==> config.mk <==
export PLATFORM = sky130hd
export DESIGN_NAME = fp8_result_decoder_flat
export DESIGN_NICKNAME = d
export VERILOG_FILES = /design/src/rtl/fp8_result_decoder_if.sv /design/src/rtl/fp8_result_decoder.sv /design/src/flat_wrapper.sv
export SDC_FILE = /design/constraint.sdc
export NUM_CORES = 1
export LEC_CHECK = 0
export ABC_AREA = 1
export CAP_MARGIN = 20
export CORE_MARGIN = 2
export CORE_UTILIZATION = 39
export CTS_BUF_LIST = sky130_fd_sc_hd__clkbuf_4 sky130_fd_sc_hd__clkbuf_8
export DETAILED_ROUTE_END_ITERATION = 8
export PLACE_DENSITY_LB_ADDON = 0.25
export SYNTH_ARGS = -nofsm -noshare
export SYNTH_HDL_FRONTEND = slang
export SYNTH_SLANG_ARGS = --single-unit
==> constraint.sdc <==
create_clock -name clk -period 1.74 [get_ports clk]
set_input_delay 0.348 -clock clk [delete_from_list [all_inputs] [get_ports clk]]
set_output_delay 0.348 -clock clk [all_outputs]
set_load 0.02 [all_outputs]
==> src/rtl/fp8_result_decoder_if.sv <==
// fp8_result_decoder_if
//   Handshake bundle for fp8_result_decoder.
//   in_*  : FP8 E4M3 byte in (valid/ready), driven by the producer.
//   out_* : signed fixed-point result out (valid/ready), driven by the decoder.
//   Optional: FP8_NAN_FLAG_EN adds out_nan alongside out_data.
//   modport slave  : decoder side.
//   modport master : producer/consumer side (bench, datapath).
interface fp8_result_decoder_if #(
  parameter int OUT_W = 16
);
  logic [7:0]       in_data;
  logic             in_valid;
  logic             in_ready;
  logic [OUT_W-1:0] out_data;
  logic             out_ovf;
  logic             out_valid;
  logic             out_ready;
`ifdef FP8_NAN_FLAG_EN
  logic             out_nan;
`endif

  modport slave (
    input  in_data, in_valid, out_ready,
    output in_ready, out_data, out_ovf, out_valid
`ifdef FP8_NAN_FLAG_EN
    , output out_nan
`endif
  );

  modport master (
    output in_data, in_valid, out_ready,
    input  in_ready, out_data, out_ovf, out_valid
`ifdef FP8_NAN_FLAG_EN
    , input out_nan
`endif
  );
endinterface

==> src/rtl/fp8_result_decoder.sv <==
// fp8_result_decoder
//   Converts one FP8 E4M3 byte (bias 7, S.1111.111 = NaN, no inf) into a
//   signed OUT_W-bit fixed-point word with FRAC_W fraction bits, using a
//   shifter that moves the significand one bit per cycle.
// Ports:
//   clk    : clock
//   rst_n  : synchronous active-low reset
//   ena    : enable; when low every register holds and in_ready is 0
//   bus    : fp8_result_decoder_if.slave (in_* byte handshake, out_* result)
// Optional feature macro: FP8_NAN_FLAG_EN adds bus.out_nan (1 when the
//   accepted byte was NaN), registered together with out_data.
module fp8_result_decoder #(
  parameter int OUT_W  = 16,
  parameter int FRAC_W = 4
) (
  input logic                  clk,
  input logic                  rst_n,
  input logic                  ena,
  fp8_result_decoder_if.slave  bus
);
  // Eight headroom bits keep the largest left shift (4-bit sig << 12) exact.
  localparam int MAG_W = OUT_W + 8;
  localparam logic [MAG_W-1:0] MAX_MAG = {{9{1'b0}}, {(OUT_W-1){1'b1}}};

  typedef enum logic [1:0] {IDLE, SHIFT, OUT} state_t;

  state_t           state_q, state_d;
  logic [MAG_W-1:0] mag_q, mag_d;
  logic [3:0]       cnt_q, cnt_d;
  logic             dir_q, dir_d;     // 1 = shift left
  logic             sign_q, sign_d;
  logic             nan_q, nan_d;
  logic [OUT_W-1:0] out_data_q, out_data_d;
  logic             out_ovf_q, out_ovf_d;

  logic             in_ready;
  logic [3:0]       exp_f;
  logic [3:0]       e_eff;
  logic [3:0]       sig;
  logic             is_nan;
  logic signed [5:0] shamt;
  logic [3:0]       shamt_abs;
  logic [OUT_W-1:0] mag_trunc;

  assign in_ready = (state_q == IDLE) && ena;

  always_comb begin
    exp_f     = bus.in_data[6:3];
    is_nan    = &bus.in_data[6:0];
    e_eff     = (exp_f == 4'd0) ? 4'd1 : exp_f;
    sig       = {(exp_f != 4'd0), bus.in_data[2:0]};
    shamt     = 6'(int'(e_eff) - 10 + FRAC_W);
    shamt_abs = shamt[5] ? 4'(-shamt) : 4'(shamt);
    mag_trunc = mag_q[OUT_W-1:0];
  end

  always_comb begin
    state_d    = state_q;
    mag_d      = mag_q;
    cnt_d      = cnt_q;
    dir_d      = dir_q;
    sign_d     = sign_q;
    nan_d      = nan_q;
    out_data_d = out_data_q;
    out_ovf_d  = out_ovf_q;
    case (state_q)
      IDLE: begin
        if (bus.in_valid && in_ready) begin
          sign_d  = bus.in_data[7];
          nan_d   = is_nan;
          // NaN takes the s=0 path so its latency matches a normal byte.
          mag_d   = is_nan ? '0 : MAG_W'(sig);
          cnt_d   = is_nan ? '0 : shamt_abs;
          dir_d   = ~shamt[5];
          state_d = SHIFT;
        end
      end
      SHIFT: begin
        if (cnt_q != 4'd0) begin
          mag_d = dir_q ? (mag_q << 1) : (mag_q >> 1);
          cnt_d = cnt_q - 4'd1;
        end else begin
          if (nan_q) begin
            out_data_d = '0;
            out_ovf_d  = 1'b0;
          end else if (mag_q > MAX_MAG) begin
            out_data_d = sign_q ? {1'b1, {(OUT_W-1){1'b0}}} : {1'b0, {(OUT_W-1){1'b1}}};
            out_ovf_d  = 1'b1;
          end else begin
            out_data_d = sign_q ? (-mag_trunc) : mag_trunc;
            out_ovf_d  = 1'b0;
          end
          state_d = OUT;
        end
      end
      OUT: begin
        if (bus.out_ready) state_d = IDLE;
      end
      default: state_d = IDLE;
    endcase
  end

  always_ff @(posedge clk) begin
    if (!rst_n) begin
      state_q    <= IDLE;
      mag_q      <= '0;
      cnt_q      <= '0;
      dir_q      <= 1'b0;
      sign_q     <= 1'b0;
      nan_q      <= 1'b0;
      out_data_q <= '0;
      out_ovf_q  <= 1'b0;
    end else if (ena) begin
      state_q    <= state_d;
      mag_q      <= mag_d;
      cnt_q      <= cnt_d;
      dir_q      <= dir_d;
      sign_q     <= sign_d;
      nan_q      <= nan_d;
      out_data_q <= out_data_d;
      out_ovf_q  <= out_ovf_d;
    end
  end

`ifdef FP8_NAN_FLAG_EN
  logic out_nan_q, out_nan_d;

  always_comb begin
    out_nan_d = out_nan_q;
    if (state_q == SHIFT && cnt_q == 4'd0) out_nan_d = nan_q;
  end

  always_ff @(posedge clk) begin
    if (!rst_n)   out_nan_q <= 1'b0;
    else if (ena) out_nan_q <= out_nan_d;
  end

  assign bus.out_nan = out_nan_q;
`endif

  assign bus.in_ready  = in_ready;
  assign bus.out_valid = (state_q == OUT);
  assign bus.out_data  = out_data_q;
  assign bus.out_ovf   = out_ovf_q;
endmodule

==> src/flat_wrapper.sv <==
// flat-port wrapper written by rule: the top's interface ports become plain ports
module fp8_result_decoder_flat 
#(
  parameter int OUT_W  = 16,
  parameter int FRAC_W = 4
)
  (clk, rst_n, ena, bus_in_data, bus_in_valid, bus_out_ready, bus_in_ready, bus_out_data, bus_out_ovf, bus_out_valid);
  fp8_result_decoder_if #(.OUT_W(OUT_W)) bus_i ();
  input logic clk;
  input logic rst_n;
  input logic ena;
  input wire logic [$bits(bus_i.in_data)-1:0] bus_in_data;
  input wire logic [$bits(bus_i.in_valid)-1:0] bus_in_valid;
  input wire logic [$bits(bus_i.out_ready)-1:0] bus_out_ready;
  output wire logic [$bits(bus_i.in_ready)-1:0] bus_in_ready;
  output wire logic [$bits(bus_i.out_data)-1:0] bus_out_data;
  output wire logic [$bits(bus_i.out_ovf)-1:0] bus_out_ovf;
  output wire logic [$bits(bus_i.out_valid)-1:0] bus_out_valid;
  assign bus_i.in_data = bus_in_data;
  assign bus_i.in_valid = bus_in_valid;
  assign bus_i.out_ready = bus_out_ready;
  assign bus_in_ready = bus_i.in_ready;
  assign bus_out_data = bus_i.out_data;
  assign bus_out_ovf = bus_i.out_ovf;
  assign bus_out_valid = bus_i.out_valid;
  fp8_result_decoder #(.OUT_W(OUT_W), .FRAC_W(FRAC_W)) u_core (.clk(clk), .rst_n(rst_n), .ena(ena), .bus(bus_i));
endmodule
### Word-level counts from Yosys, hierarchy flattened

Cells that the tools add are included.

* latch bits: 0
* input port bits: 13
* ROM bits: 0
* output and inout bits: 19
* RAM bits: 0
* memories kept: 0
* register bits: 50

* eq/ne operators: 6
* order comparisons: 1
* divide/modulo/power cells: 0
* shift operators: 0
* bitwise operators: 2
* $mul: 0
* multiplexer cells: 21
* reductions and logical operators: 12
* add/subtract/negate cells: 5

Operators by type and width (number)
* $mux 24: 3
* $mux 16: 4
* $pmux 24 s2: 1
* $gt 24x15->1 const B: 1
* $mux 4: 6
* $neg 16->16: 1
* $pmux 4 s2: 1
* $reduce_and 4->1: 2
* $reduce_bool 4->1: 2
* $reduce_and 7->1: 1
* $add 5x4->6 const B: 1
* $mux 2: 3
* $ne 2x2->1 const B: 3
* $pmux 2 s3: 1
* $reduce_and 3->1: 2
* $sub 4x4->5 const B: 1
* $logic_not 4->1: 1
* $neg 4->4: 1
* $sub 4x1->4 const B: 1
* $eq 2x1->1 const B: 1
* $eq 2x2->1 const B: 1
* $logic_and 1x1->1: 2
* $logic_not 2->1: 1
* $mux 1: 2
* 3 further kinds: 4

### Depth between registers and ports, before layout

Gate-level depths: netlist of run 1.

* depth after elaboration: 9
* depth in mapped cells: 11
* depth with buffers taken out: 10

### Least setup slack after synthesis of run 1

OpenSTA, ideal clock, no wires.

* path type: register to register
* start point: register u_core.cnt_q[0]
* end point: register u_core.mag_q[23]
* cell stages (with the launch flop): 11
* library setup time: 0.121 ns
* buffers on the path: 2
* required time: 1.619 ns
* path slack: 0.290 ns
* arrival time: 1.330 ns
* cell sequence: dfxtp_1 > inv_1 > ha_1 > nand3_1 > nor2_2 > nor2_1 > nand2_2 > buf_6 > buf_6 > a21oi_1 > a211oi_2

* cells in the longest elaborated chain, start to end: 3

RTL lines
* start: declaration: RTL line fp8_result_decoder.sv:29 `logic [3:0] cnt_q, cnt_d;`
* start signal: assignment: RTL line fp8_result_decoder.sv:116 `cnt_q <= cnt_d;`
* $reduce_bool 4->1: RTL line fp8_result_decoder.sv:79 `if (cnt_q != 4'd0) begin`
* $ne 2x1->1 (no source line)
* $reduce_and 4->1 (no source line)
* end signal: assignment: RTL line fp8_result_decoder.sv:115 `mag_q <= mag_d;`
* end: declaration: RTL line fp8_result_decoder.sv:28 `logic [MAG_W-1:0] mag_q, mag_d;`

No other way between the ends.
A chain may end at the register's enable or synchronous reset.

### Worst setup path after layout of run 1

* start point: input port bus_in_data[5]
* end point: register u_core.cnt_q[3]

* cells in the longest elaborated chain, start to end: 9
* elaborated cells on any way between the ends: 10
* those cells by class: add/sub: 3; mux: 5; reduce/logical: 2

RTL lines
* start: declaration: RTL line flat_wrapper.sv:12 `input wire logic [$bits(bus_i.in_data)-1:0] bus_in_data;`
* $logic_not 4->1: RTL line fp8_result_decoder.sv:50 `e_eff = (exp_f == 4'd0) ? 4'd1 : exp_f;`
* $mux 4: RTL line fp8_result_decoder.sv:50
* $sub 4x4->5: RTL line fp8_result_decoder.sv:52 `shamt = 6'(int'(e_eff) - 10 + FRAC_W);`
* $add 5x4->6: RTL line fp8_result_decoder.sv:52
* $neg 4->4: RTL line fp8_result_decoder.sv:53 `shamt_abs = shamt[5] ? 4'(-shamt) : 4'(shamt);`
* $mux 4: RTL line fp8_result_decoder.sv:53
* $mux 4 *: RTL line fp8_result_decoder.sv:73 `cnt_d = is_nan ? '0 : shamt_abs;`
* $mux 4 *: RTL line fp8_result_decoder.sv:68 `if (bus.in_valid && in_ready) begin`
* $pmux 4 s2 *: RTL line fp8_result_decoder.sv:66 `case (state_q)`

Mark *: on every way between the ends. The rest lies on a longest branch, timed or not. The select of a mux whose other input is x is not followed.

==> results of run 1 <==
[cell type report]
cell class                 instances  area share, %
multi-input combinational        281           43.0
sequential                        50           28.7
timing repair buffer              54           15.2
inverter                          51           5.49
tap                               96           3.44
clock buffer                       6           2.37
clock inverter                     2           1.72
[worst reg2reg max path, cell delays in order, from the launching register on]
cell and delay [ns]:
dfxtp_1 0.33, inv_1 0.13, ha_4 0.17, nand4_2 0.12, nor2_4 0.13, nand2_2 0.09
a21oi_4 0.22, buf_12 0.16, nand2_1 0.06, a21oi_1 0.11
[cells by family (layout without fill, tap and decap cells)]
kind of cell,count (synthesis),after routing,share of synthesized area [%]
AOI/OAI and AO/OA,135,135,28.0
xor gates and xnor gates,4,4,1.26
buffers and inverters,70,113,11.1
DFF,50,50,36.1
and+or+nand+nor,139,139,22.1
adders and majority gates,3,3,1.36
[placed cells by master, fill, tap and decap left out, drive strengths merged]
cell / instances
nand2: 69
a21oi: 56
dfxtp: 50
inv: 50
o21ai: 49
nor2: 34
clkdlybuf4s50: 29
nand3: 24
buf: 23
o22ai: 19
clkbuf: 7
nand4: 6
nor3: 5
a22oi: 3
a31oi: 3
xor2: 3
a211oi: 3
ha: 3
bufinv: 2
xnor2: 1
clkinv: 1
o211ai: 1
or2: 1
o31ai: 1
dlygate4sd2: 1
[sequential cells by signal, summed over array words and instances, names as in the netlist]
signal and flops:
u_core.bus.out_data 16, u_core.dir_q 1, u_core.nan_q 1, u_core.bus.out_ovf 1
u_core.sign_q 1, u_core.mag_q 24, u_core.cnt_q 4, u_core.state_q 2
[final timing paths]
| kind | from | to | slack, ns | depth (start not counted) |
|---|---|---|---|---|
| setup / recovery | bus_in_data[5] | u_core.cnt_q[3] | 0.10 | 10 |
| hold / removal | u_core.bus.out_data[3] | u_core.bus.out_data[3] | 0.46 | 2 |
| setup reg to reg | u_core.cnt_q[0] | u_core.bus.out_data[11] | 0.15 | 9 |
| hold reg to reg | u_core.bus.out_data[3] | u_core.bus.out_data[3] | 0.46 | 2 |
[metal layers]
| metal | up-vias | track usage [%] | routed length [µm] |
|---|---|---|---|
| li1 | 1436 | - | - |
| met1 | 1243 | 22.1 | 3030 |
| met2 | 42 | 29.1 | 2970 |
| met3 | 7 | 3.08 | 224 |
| met4 | 0 | 5.51 | 66 |
| met5 | - | 0 | 0 |
[power breakdown]
| part | internal (mW) | leakage, nW | switching (mW) |
|---|---|---|---|
| Combinational | 0.375 | 0.867 | 0.562 |
| Sequential | 1.25 | 0.409 | 0.0785 |
| Clock | 0.613 | 0.0714 | 0.402 |
| Total | 2.24 | 1.35 | 1.04 |
[metrics by stage]
step	hold WS (ns)	utilization, %	total power [mW]
global placement	0.450	48.3	2.25
global route	0.483	51.1	3.48
CTS	0.467	50.3	3.26
floorplan	0.454	-	1.99
finish	0.464	51.1	3.28
detailed placement	0.453	48.3	2.26
[what timing repair did]
action | 4_1_cts | 5_1_grt
setup endpoints to repair | 2 | 17
resized for setup | 2 | 14
pin swaps | 0 | 2
hold buffers | 0 | 0
buffers inserted | 0 | 1
==> run_results.csv, run 1 <==
group,metric,value,unit
sta,max_freq,610,MHz
hold_path,hold_path.class,"flip-flop to flip-flop",
yosys,synth.area.top_cells,"dfxtp_1 (36%), nand2_1 (9.1%), a21oi_1 (9.0%)",
yosys,synth.largest_area_cell,"dfxtp_1",
clock_tree,clockBufferDepth,2,
run,max_cap_violations,0,
drt,antenna_left,0,
clock_tree,cts_sinks,50,
yosys,synth_cell_types,35,
placement,place.gp.congestion,0.829,
pwr,ir_worst_vdd,0.000508,V
die,initial_core_util,40.5,%
clock_tree,cts_tree,"done",
yosys,synth_nets,417,
sta,setup_viol,0,
placement,dp_hpwl,4.63,mm
critical_path,crit_family,"buffers and inverters",
pwr,power_density,940,mW/mm²
critical_path,cp.required,1.99,ns
placement,placed_cells,531,
yosys,synth_top_cell_area_share,36.1,%
sta,finalSetupTns,0,ns
sta,final.setup_skew,0.00803,ns
yosys,async_flop_share,0,%
yosys,synth_edf_count,0,
sta,relSlewSlack,68.2,%
drt,num_vias,2728,
sta,hold_viol,0,
critical_path,max_stage_delay,0.50,ns
drt,drc,0,
die,coreArea,0.00683,mm²
yosys,synth_warnings,0,
yosys,synth.most_common_cell,"nand2_1",
finish,n_antenna_cell,0,
status,status,"finished, final reports clean",
critical_path,critical_path_class,"input pin to flip-flop",
critical_path,path_buf_inv,4,
global_route,antenna_found_initial,0,
sta,fin_crit,1.64,ns
sta,drv_slew,0,
placement,port_buffers,31,
critical_path,cp-start-kind,"input pin",
finish,syn2layout_area_growth,25.9,%
die,row_count,30,
drt,drt-pass1-iter-count,4,
yosys,synthesis.instances,401,
die,die_area,0.00779,mm²
global_route,grt_max_degree,27,
drt,viasPerCell,5.05,
yosys,ys_ff_latch,50,
critical_path,worstPathCellList,"clkdlybuf4s50_1, inv_1, ha_4, xnor2_2, buf_4, xor2_2, inv_1, nand3_1, nand3_1, a21oi_1",
die,die_w,88.3,µm
sta,rsz0062_at_grt,"no",
global_route,grt_pass1_vias,2482,
global_route,grt_pass1_wl,10.8,mm
finish,multi_input_area,0.00150,mm²
finish,fin_nets,459,
clock_tree,cts-root-buf,"clkbuf_8",
yosys,synth_area,0.00277,mm²
critical_path,cp_slowest_cell,"clkdlybuf4s50_1",
critical_path,crit_path_end_kind,"flip-flop",
die,ioPinCount,32,
sta,worst_slack,0.101,ns
finish,layout.cells.non_filler,540,
finish,fill_cells,724,
yosys,avgSynthCellArea,6.91,µm²
placement,dp_slack,-0.246,ns
drt,drt_iter0_drc,106,
drt,wl_per_cell,11.6,µm
clock_tree,clk-insertion-delay-late,0.31,ns
sta,timing.final.crit_share,94.2,%
clock_tree,clk_pin_slew,0.09,ns
sta,worst_pin_slew,0.475,ns
yosys,yosysSeqAreaShare,36.1,%
global_route,grtUsageTotal,17.1,%
clock_tree,cts_made_buffers,5,
critical_path,path_max_fanout,3,
finish,seq_area,0.00100,mm²
yosys,yosys_most_used_dff,"dfxtp_1",
clock_tree,htreeDepth,2,
finish,finalInstanceArea,0.00349,mm²
finish,drive_gt1_share,14.0,%
yosys,ys_top_cells_by_count,"nand2_1 (67), a21oi_1 (50), dfxtp_1 (50), inv_1 (46), o21ai_0 (33)",
critical_path,arrival,1.89,ns
die,die_y,88.3,µm
global_route,grt-ovfl-total,0,
pwr,p_leak,1.35,nW
placement,dpl_cell_area,0.00330,mm²
drt,drt_wl_total,6.29,mm
Power figures use the tool's default switching activity.
==> run 2, diff against run 1 <==
Settings changed: CTS_CLUSTER_DIAMETER from default to 200.
==> results of run 2 <==
Final layout, timing and power as in run 1 (identical DEF).
